===== src/rtl/imem_loader_pkg.sv =====
// Shared types and sizing for the boot loader and its byte packer.
// Defaults describe the 64 x 32-bit program memory read by the fetch stage.
package imem_loader_pkg;

    localparam int WORD_W         = 32;
    localparam int DEPTH          = 64;
    localparam int AW             = 6;
    localparam int BYTES_PER_WORD = WORD_W / 8;

    typedef enum logic [2:0] {
        IDLE,
        HDR,
        DATA,
        DONE,
        ERR
    } state_t;

    // Byte-lane index width; a one-byte word still needs a 1-bit counter.
    function automatic int idx_width(input int bytes);
        return (bytes > 1) ? $clog2(bytes) : 1;
    endfunction

endpackage


===== src/rtl/imem_loader_byte_packer.sv =====
// Packs a little-endian byte stream into N-bit words.
// o_word_valid pulses combinationally with the last byte so the word can be written on that same edge.
module byte_packer #(
    parameter int N = imem_loader_pkg::WORD_W
) (
    input  logic         i_clk,
    input  logic         i_reset,
    input  logic         i_clear,
    input  logic [7:0]   i_byte_in,
    input  logic         i_load,
    output logic [N-1:0] o_word,
    output logic         o_word_valid
);
    import imem_loader_pkg::*;

    localparam int BPW = N / 8;
    localparam int IW  = idx_width(BPW);

    logic [IW-1:0] r_idx;
    logic          w_last;

    assign w_last       = (r_idx == IW'(BPW - 1));
    assign o_word_valid = i_load && w_last;

    always_ff @(posedge i_clk or posedge i_reset) begin
        if (i_reset) begin
            r_idx <= '0;
        end else if (i_clear) begin
            r_idx <= '0;
        end else if (i_load) begin
            r_idx <= w_last ? '0 : r_idx + 1'b1;
        end
    end

    // The lane currently being loaded is taken straight from the input, so the
    // full word is already assembled during the final byte's cycle.
    for (genvar gi = 0; gi < BPW; gi++) begin : g_lane
        logic [7:0] r_lane;

        always_ff @(posedge i_clk or posedge i_reset) begin
            if (i_reset) begin
                r_lane <= '0;
            end else if (i_clear) begin
                r_lane <= '0;
            end else if (i_load && (r_idx == IW'(gi))) begin
                r_lane <= i_byte_in;
            end
        end

        assign o_word[8*gi +: 8] = (r_idx == IW'(gi)) ? i_byte_in : r_lane;
    end

endmodule


===== src/rtl/imem_loader.sv =====
// Writable program memory with a byte-stream boot loader; holds the CPU in reset
// until a load of <len> words completes. Read port is combinational like the instruction ROM.
module imem_loader #(
    parameter int N     = imem_loader_pkg::WORD_W,
    parameter int DEPTH = imem_loader_pkg::DEPTH,
    parameter int AW    = imem_loader_pkg::AW
) (
    input  logic          i_clk,
    input  logic          i_reset,
    input  logic          i_start,
    input  logic [7:0]    i_byte_in,
    input  logic          i_byte_valid,
    output logic          o_byte_ready,
    input  logic [AW-1:0] i_addr,
    output logic [N-1:0]  o_q,
    output logic          o_busy,
    output logic          o_done,
    output logic          o_err,
    output logic          o_hold_cpu,
    output logic [AW:0]   o_word_count
);
    import imem_loader_pkg::*;

    state_t        r_state;
    state_t        w_state_next;
    logic [AW-1:0] r_ptr;
    logic [AW:0]   r_word_count;
    logic [7:0]    r_len;

    logic          w_xfer;
    logic          w_start_ok;
    logic          w_hdr_bad;
    logic          w_load;
    logic [N-1:0]  w_word;
    logic          w_word_valid;
    logic [AW:0]   w_wc_inc;
    logic          w_last_word;

    // Contents survive reset; only the power-up image is zero.
    logic [N-1:0]  r_mem [DEPTH] = '{default: '0};

    assign w_xfer      = o_byte_ready && i_byte_valid;
    assign w_start_ok  = i_start && ((r_state == IDLE) || (r_state == DONE) || (r_state == ERR));
    assign w_hdr_bad   = (i_byte_in == 8'd0) || (int'(i_byte_in) > DEPTH);
    assign w_load      = w_xfer && (r_state == DATA);
    assign w_wc_inc    = r_word_count + 1'b1;
    assign w_last_word = w_word_valid && (int'(w_wc_inc) == int'(r_len));

    byte_packer #(
        .N (N)
    ) u_packer (
        .i_clk        (i_clk),
        .i_reset      (i_reset),
        .i_clear      (w_start_ok),
        .i_byte_in    (i_byte_in),
        .i_load       (w_load),
        .o_word       (w_word),
        .o_word_valid (w_word_valid)
    );

    always_ff @(posedge i_clk or posedge i_reset) begin
        if (i_reset) begin
            r_state <= IDLE;
        end else begin
            r_state <= w_state_next;
        end
    end

    always_comb begin
        w_state_next = r_state;
        case (r_state)
            IDLE, DONE, ERR: begin
                if (i_start) begin
                    w_state_next = HDR;
                end
            end
            HDR: begin
                if (w_xfer) begin
                    w_state_next = w_hdr_bad ? ERR : DATA;
                end
            end
            DATA: begin
                if (w_last_word) begin
                    w_state_next = DONE;
                end
            end
            default: w_state_next = IDLE;
        endcase
    end

    always_comb begin
        o_byte_ready = 1'b0;
        o_busy       = 1'b0;
        o_done       = 1'b0;
        o_err        = 1'b0;
        o_hold_cpu   = 1'b1;
        case (r_state)
            HDR, DATA: begin
                o_byte_ready = 1'b1;
                o_busy       = 1'b1;
            end
            DONE: begin
                o_done     = 1'b1;
                o_hold_cpu = 1'b0;
            end
            ERR: begin
                o_err = 1'b1;
            end
            default: ;
        endcase
    end

    always_ff @(posedge i_clk or posedge i_reset) begin
        if (i_reset) begin
            r_ptr        <= '0;
            r_word_count <= '0;
            r_len        <= '0;
        end else if (w_start_ok) begin
            r_ptr        <= '0;
            r_word_count <= '0;
        end else if ((r_state == HDR) && w_xfer) begin
            r_len <= i_byte_in;
        end else if (w_word_valid) begin
            r_word_count <= w_wc_inc;
            // Saturate so a full-depth load leaves the pointer on the last word.
            if (r_ptr != AW'(DEPTH - 1)) begin
                r_ptr <= r_ptr + 1'b1;
            end
        end
    end

    always_ff @(posedge i_clk) begin
        if (w_word_valid) begin
            r_mem[r_ptr] <= w_word;
        end
    end

    assign o_q          = r_mem[i_addr];
    assign o_word_count = r_word_count;

endmodule


===== config.mk =====
export PLATFORM = sky130hd
export DESIGN_NAME = imem_loader
export DESIGN_NICKNAME = d
export VERILOG_FILES = /design/src/rtl/imem_loader_pkg.sv /design/src/rtl/imem_loader_byte_packer.sv /design/src/rtl/imem_loader.sv
export SDC_FILE = /design/constraint.sdc
export NUM_CORES = 2
export LEC_CHECK = 0
export BUFFER_PORTS_ARGS = -buffer_cell sky130_fd_sc_hd__buf_2
export CAP_MARGIN = 25
export CORE_MARGIN = 5
export CORE_UTILIZATION = 35
export CTS_BUF_LIST = sky130_fd_sc_hd__clkbuf_4 sky130_fd_sc_hd__clkbuf_8
export DETAILED_ROUTE_END_ITERATION = 8
export PLACE_DENSITY_LB_ADDON = 0.2
export SKIP_CTS_REPAIR_TIMING = 1
export SKIP_LAST_GASP = 1
export SLEW_MARGIN = 10
export SYNTH_ARGS = -nofsm -noshare
export SYNTH_HDL_FRONTEND = slang
export SYNTH_SLANG_ARGS = --single-unit

===== constraint.sdc =====
create_clock -name i_clk -period 13.9 [get_ports i_clk]
set_input_delay 4.17 -clock i_clk [delete_from_list [all_inputs] [get_ports i_clk]]
set_output_delay 4.17 -clock i_clk [all_outputs]
set_load 0.05 [all_outputs]

==> key figures <==
Run status
  • Status: complete, no violations

Timing
  • Fmax: around 0.085 GHz
  • RSZ-0062 raised after global routing: no
  • Worst slew pin tran: around 1200 ps
  • Worst clock skew: about 58 ps
  • Final hold vios: 0
  • Fin. max-slew vios: 0
  • Relative slew slack: 0.176
  • Post-layout min period: 11,740 ps
  • Fin crit share: 0.845
  • Endpoints failing setup: 0
  • Setup_tns: 0 ps

Power and ir drop
  • P_int: 10,200 uW
  • Switching power: between 3000 and 4000 uW
  • Power per cell area: 143 nW/um^2
  • Max VDD drop: 0.000111 V
  • Leakage: 0.0300 uW
  • Seq pwr share: 0.535
  • Clock Power Share: 0.399
  • Combinational power share: 0.066
  • Switch share: 0.229

Synth
  • Mapped Area: about 80,000 um^2
  • Register bit total from synthesis: roughly 2,100
  • Synth unique cells: 53
  • Synthesized net count: 3,557
  • Synth warn: 0
  • Post-synth top area cell: edfxtp_1
  • Asr flop ratio synth: 0.0275
  • Number of synthesized flops with an enable pin: between 2,000 and 2,500
  • Average cell area after synthesis: ~23 um^2
  • Sequential cell area fraction in the yosys report: 0.776
  • Ranking of synthesized cells by area: edfxtp_1, mux4_2, dfrtp_1, mux2i_1, a221oi_1
  • Main synth FF type: edfxtp_1
  • Post-Synthesis Cells: between 3,000 and 4,000
  • Yosys top cell area share: 0.759

Floorplan
  • Die width: ~490 um
  • Die ar.: ~240,000 um^2
  • Chip height: a little under 500 um
  • Core area: roughly 230,000 um^2
  • Io pins: between 60 and 70
  • Row count: 176
  • Initial Util: 0.352

Worst hold path
  • HP Class: reg -> reg

Worst setup path
  • CP max FO: 69
  • CP max stage delay: ~1100 ps
  • Slowest CP cell: a221oi_1
  • CP arrival: ~7600 ps
  • Kind of critical path: in -> out
  • CP required: 9730 ps
  • WP buf/inv: 5
  • Nature of the critical path startpoint: input port
  • Cell family with most CP delay: buffers and inverters
  • Crit end category: output pin
  • CP cell instances: buf_8 > buf_12 > buf_4 > nor2b_2 > buf_4 > a22o_1 > a221oi_1 > a221oi_1 > buf_2

Cells and area
  • Syn-to-layout area delta: 14.6%
  • Layout Utilization: 0.403
  • Filler cells: approximately 20,000
  • Commonest non-fill, non-tap cell in the layout: edfxtp_1
  • Layout cells sized above 1: 0.349
  • Final nets: ~3,900
  • Commonest non-fill, non-tap cells in the layout: edfxtp_1, mux4_2, clkbuf_8

Route
  • Avg WL per Cell: approximately 31 um
  • Vias post-DR: 38,700
  • Vias/cell: 5.39
  • Initial drt markers: 3,967
  • DRC violations left: 0
  • TritonRoute pass-1 iters: 5
  • Detail Route Antenna Nets: 0
  • Final WL: 222,000 um

Clocking
  • CTS tree: done
  • CTS buffer count: approximately 360
  • Clk_lat worst skew: ~1100 ps
  • CTS clk-pin slew, worst paths: ~60 ps
  • Htree depth: 5
  • CTS Root Cell: clkbuf_8
  • CTS Buffer Depth: 4
  • CTS sink count: 2,106

Global routing
  • First-pass GRT wire length: 312,000 um
  • Total GRT Usage: 0.182
  • Largest net degree at the start of global routing: 88
  • Gr ovfl total: 0
  • Antenna violations before repair: 8
  • Vias in the first global route: roughly 40,000

Placement
  • I/O Buffers: between 60 and 70
  • Gpl congestion: between 0.7 and 0.8
  • Post-detail-place hpwl: around 120,000 um

Run
  • Max Cap Violations: 0
[worst register-to-register path: cells and delay by family (launching register included)]
| kind | cells | cell delay [ps] |
|---|---|---|
| flip-flops | 1 | 490 |
| buffers and inverters | 3 | 1270 |
| AND/OR/NAND/NOR | 5 | 2390 |
[stage by stage]
| stage | instances | area [um^2] | hold WS [ps] | setup slack, ps | total power (uW) |
|---|---|---|---|---|---|
| 2_1_floorplan | 3533 | 81100 | 481 | 2980 | 7770 |
| 3_3_place_gp | 6557 | 86100 | 493 | 2230 | 8080 |
| 3_5_place_dp | 6565 | 86200 | 500 | 2210 | 8100 |
| 4_1_cts | 7180 | 92900 | 514 | 2210 | 13400 |
| 5_1_grt | 7181 | 92900 | 533 | 2170 | 13800 |
| 6_report | 7183 | 92900 | 514 | 2160 | 13300 |
[final cells by class]
cell class / instances / area [um^2] / area share
sequential: 2106 / 63000 / 0.678
timing repair buffer: 218 / 1820 / 0.0195
clock buffer: 491 / 6010 / 0.0647
tap: 3026 / 3790 / 0.0407
multi-input combinational: 1207 / 17600 / 0.190
antenna: 3 / 7.51 / 0.0000808
clock inverter: 124 / 668 / 0.00719
inverter: 8 / 30.0 / 0.000323
[state kept, by name, summed over array words and instances (netlist names)]
register                count
u_packer.r_idx              2
r_ptr                       6
r_len                       8
u_packer.g_lane.r_lane     32
r_mem                    2048
r_state                     3
o_word_count                7
[final timing paths]
kind                                                 to  slack [ps]       start  cells past startpoint
max                                              o_q[3]        2160   i_addr[2]                      9
min                                            r_len[7]         510    r_len[7]                      1
max reg2reg                               r_mem[26][16]        9320  r_state[2]                      8
min reg2reg                                    r_len[7]         510    r_len[7]                      1
max in group asynchronous  u_packer.g_lane[0].r_lane[0]        9880     i_reset                      3
min in group asynchronous                    r_state[0]        3350     i_reset                      3
[cell families after synthesis]
family | Yosys count | share of synthesized area
AND/OR/NAND/NOR | 295 | 0.0162
AO/OA/AOI/OAI | 217 | 0.0200
XOR/XNOR | 11 | 0.00119
multiplexers | 678 | 0.173
buffers and inverters | 220 | 0.0123
adder cells (fa/ha/maj) | 6 | 0.000926
flip-flops | 2106 | 0.776
[power by group through the flow]
| stage | Clock [uW] | Sequential, uW | Combinational (uW) |
|---|---|---|---|
| floorplan | 0 | 7210 | 554 |
| global placement | 0 | 7220 | 861 |
| detailed placement | 0 | 7220 | 883 |
| CTS | 5440 | 7090 | 884 |
| global route | 5740 | 7090 | 931 |
| finish | 5300 | 7090 | 875 |
[layer usage]
metal | GRT usage | part of all wire | wire, um
met5 | 0 | 0.000076 | 17
met2 | 0.291 | 0.48 | 107000
met4 | 0.0546 | 0.025 | 5660
met3 | 0.0420 | 0.066 | 14700
met1 | 0.249 | 0.43 | 94600
[Yosys cell counts, types with 6 or more instances]
library cell / instances
edfxtp_1: 2048
dfrtp_1: 58
nand3b_1: 6
a22o_1: 22
buf_1: 18
nor2b_1: 6
nand2_1: 101
o21ai_0: 32
buf_4: 10
nor2_1: 106
a221oi_1: 69
nand3_1: 36
inv_1: 8
ha_1: 6
buf_2: 75
mux2i_1: 63
mux4_2: 574
o311a_1: 19
xor2_1: 6
a22oi_1: 21
clkbuf_1: 104
mux2_2: 41
nand2b_1: 9
a21oi_1: 39
Note: power is estimated with default switching activity, not from simulation.
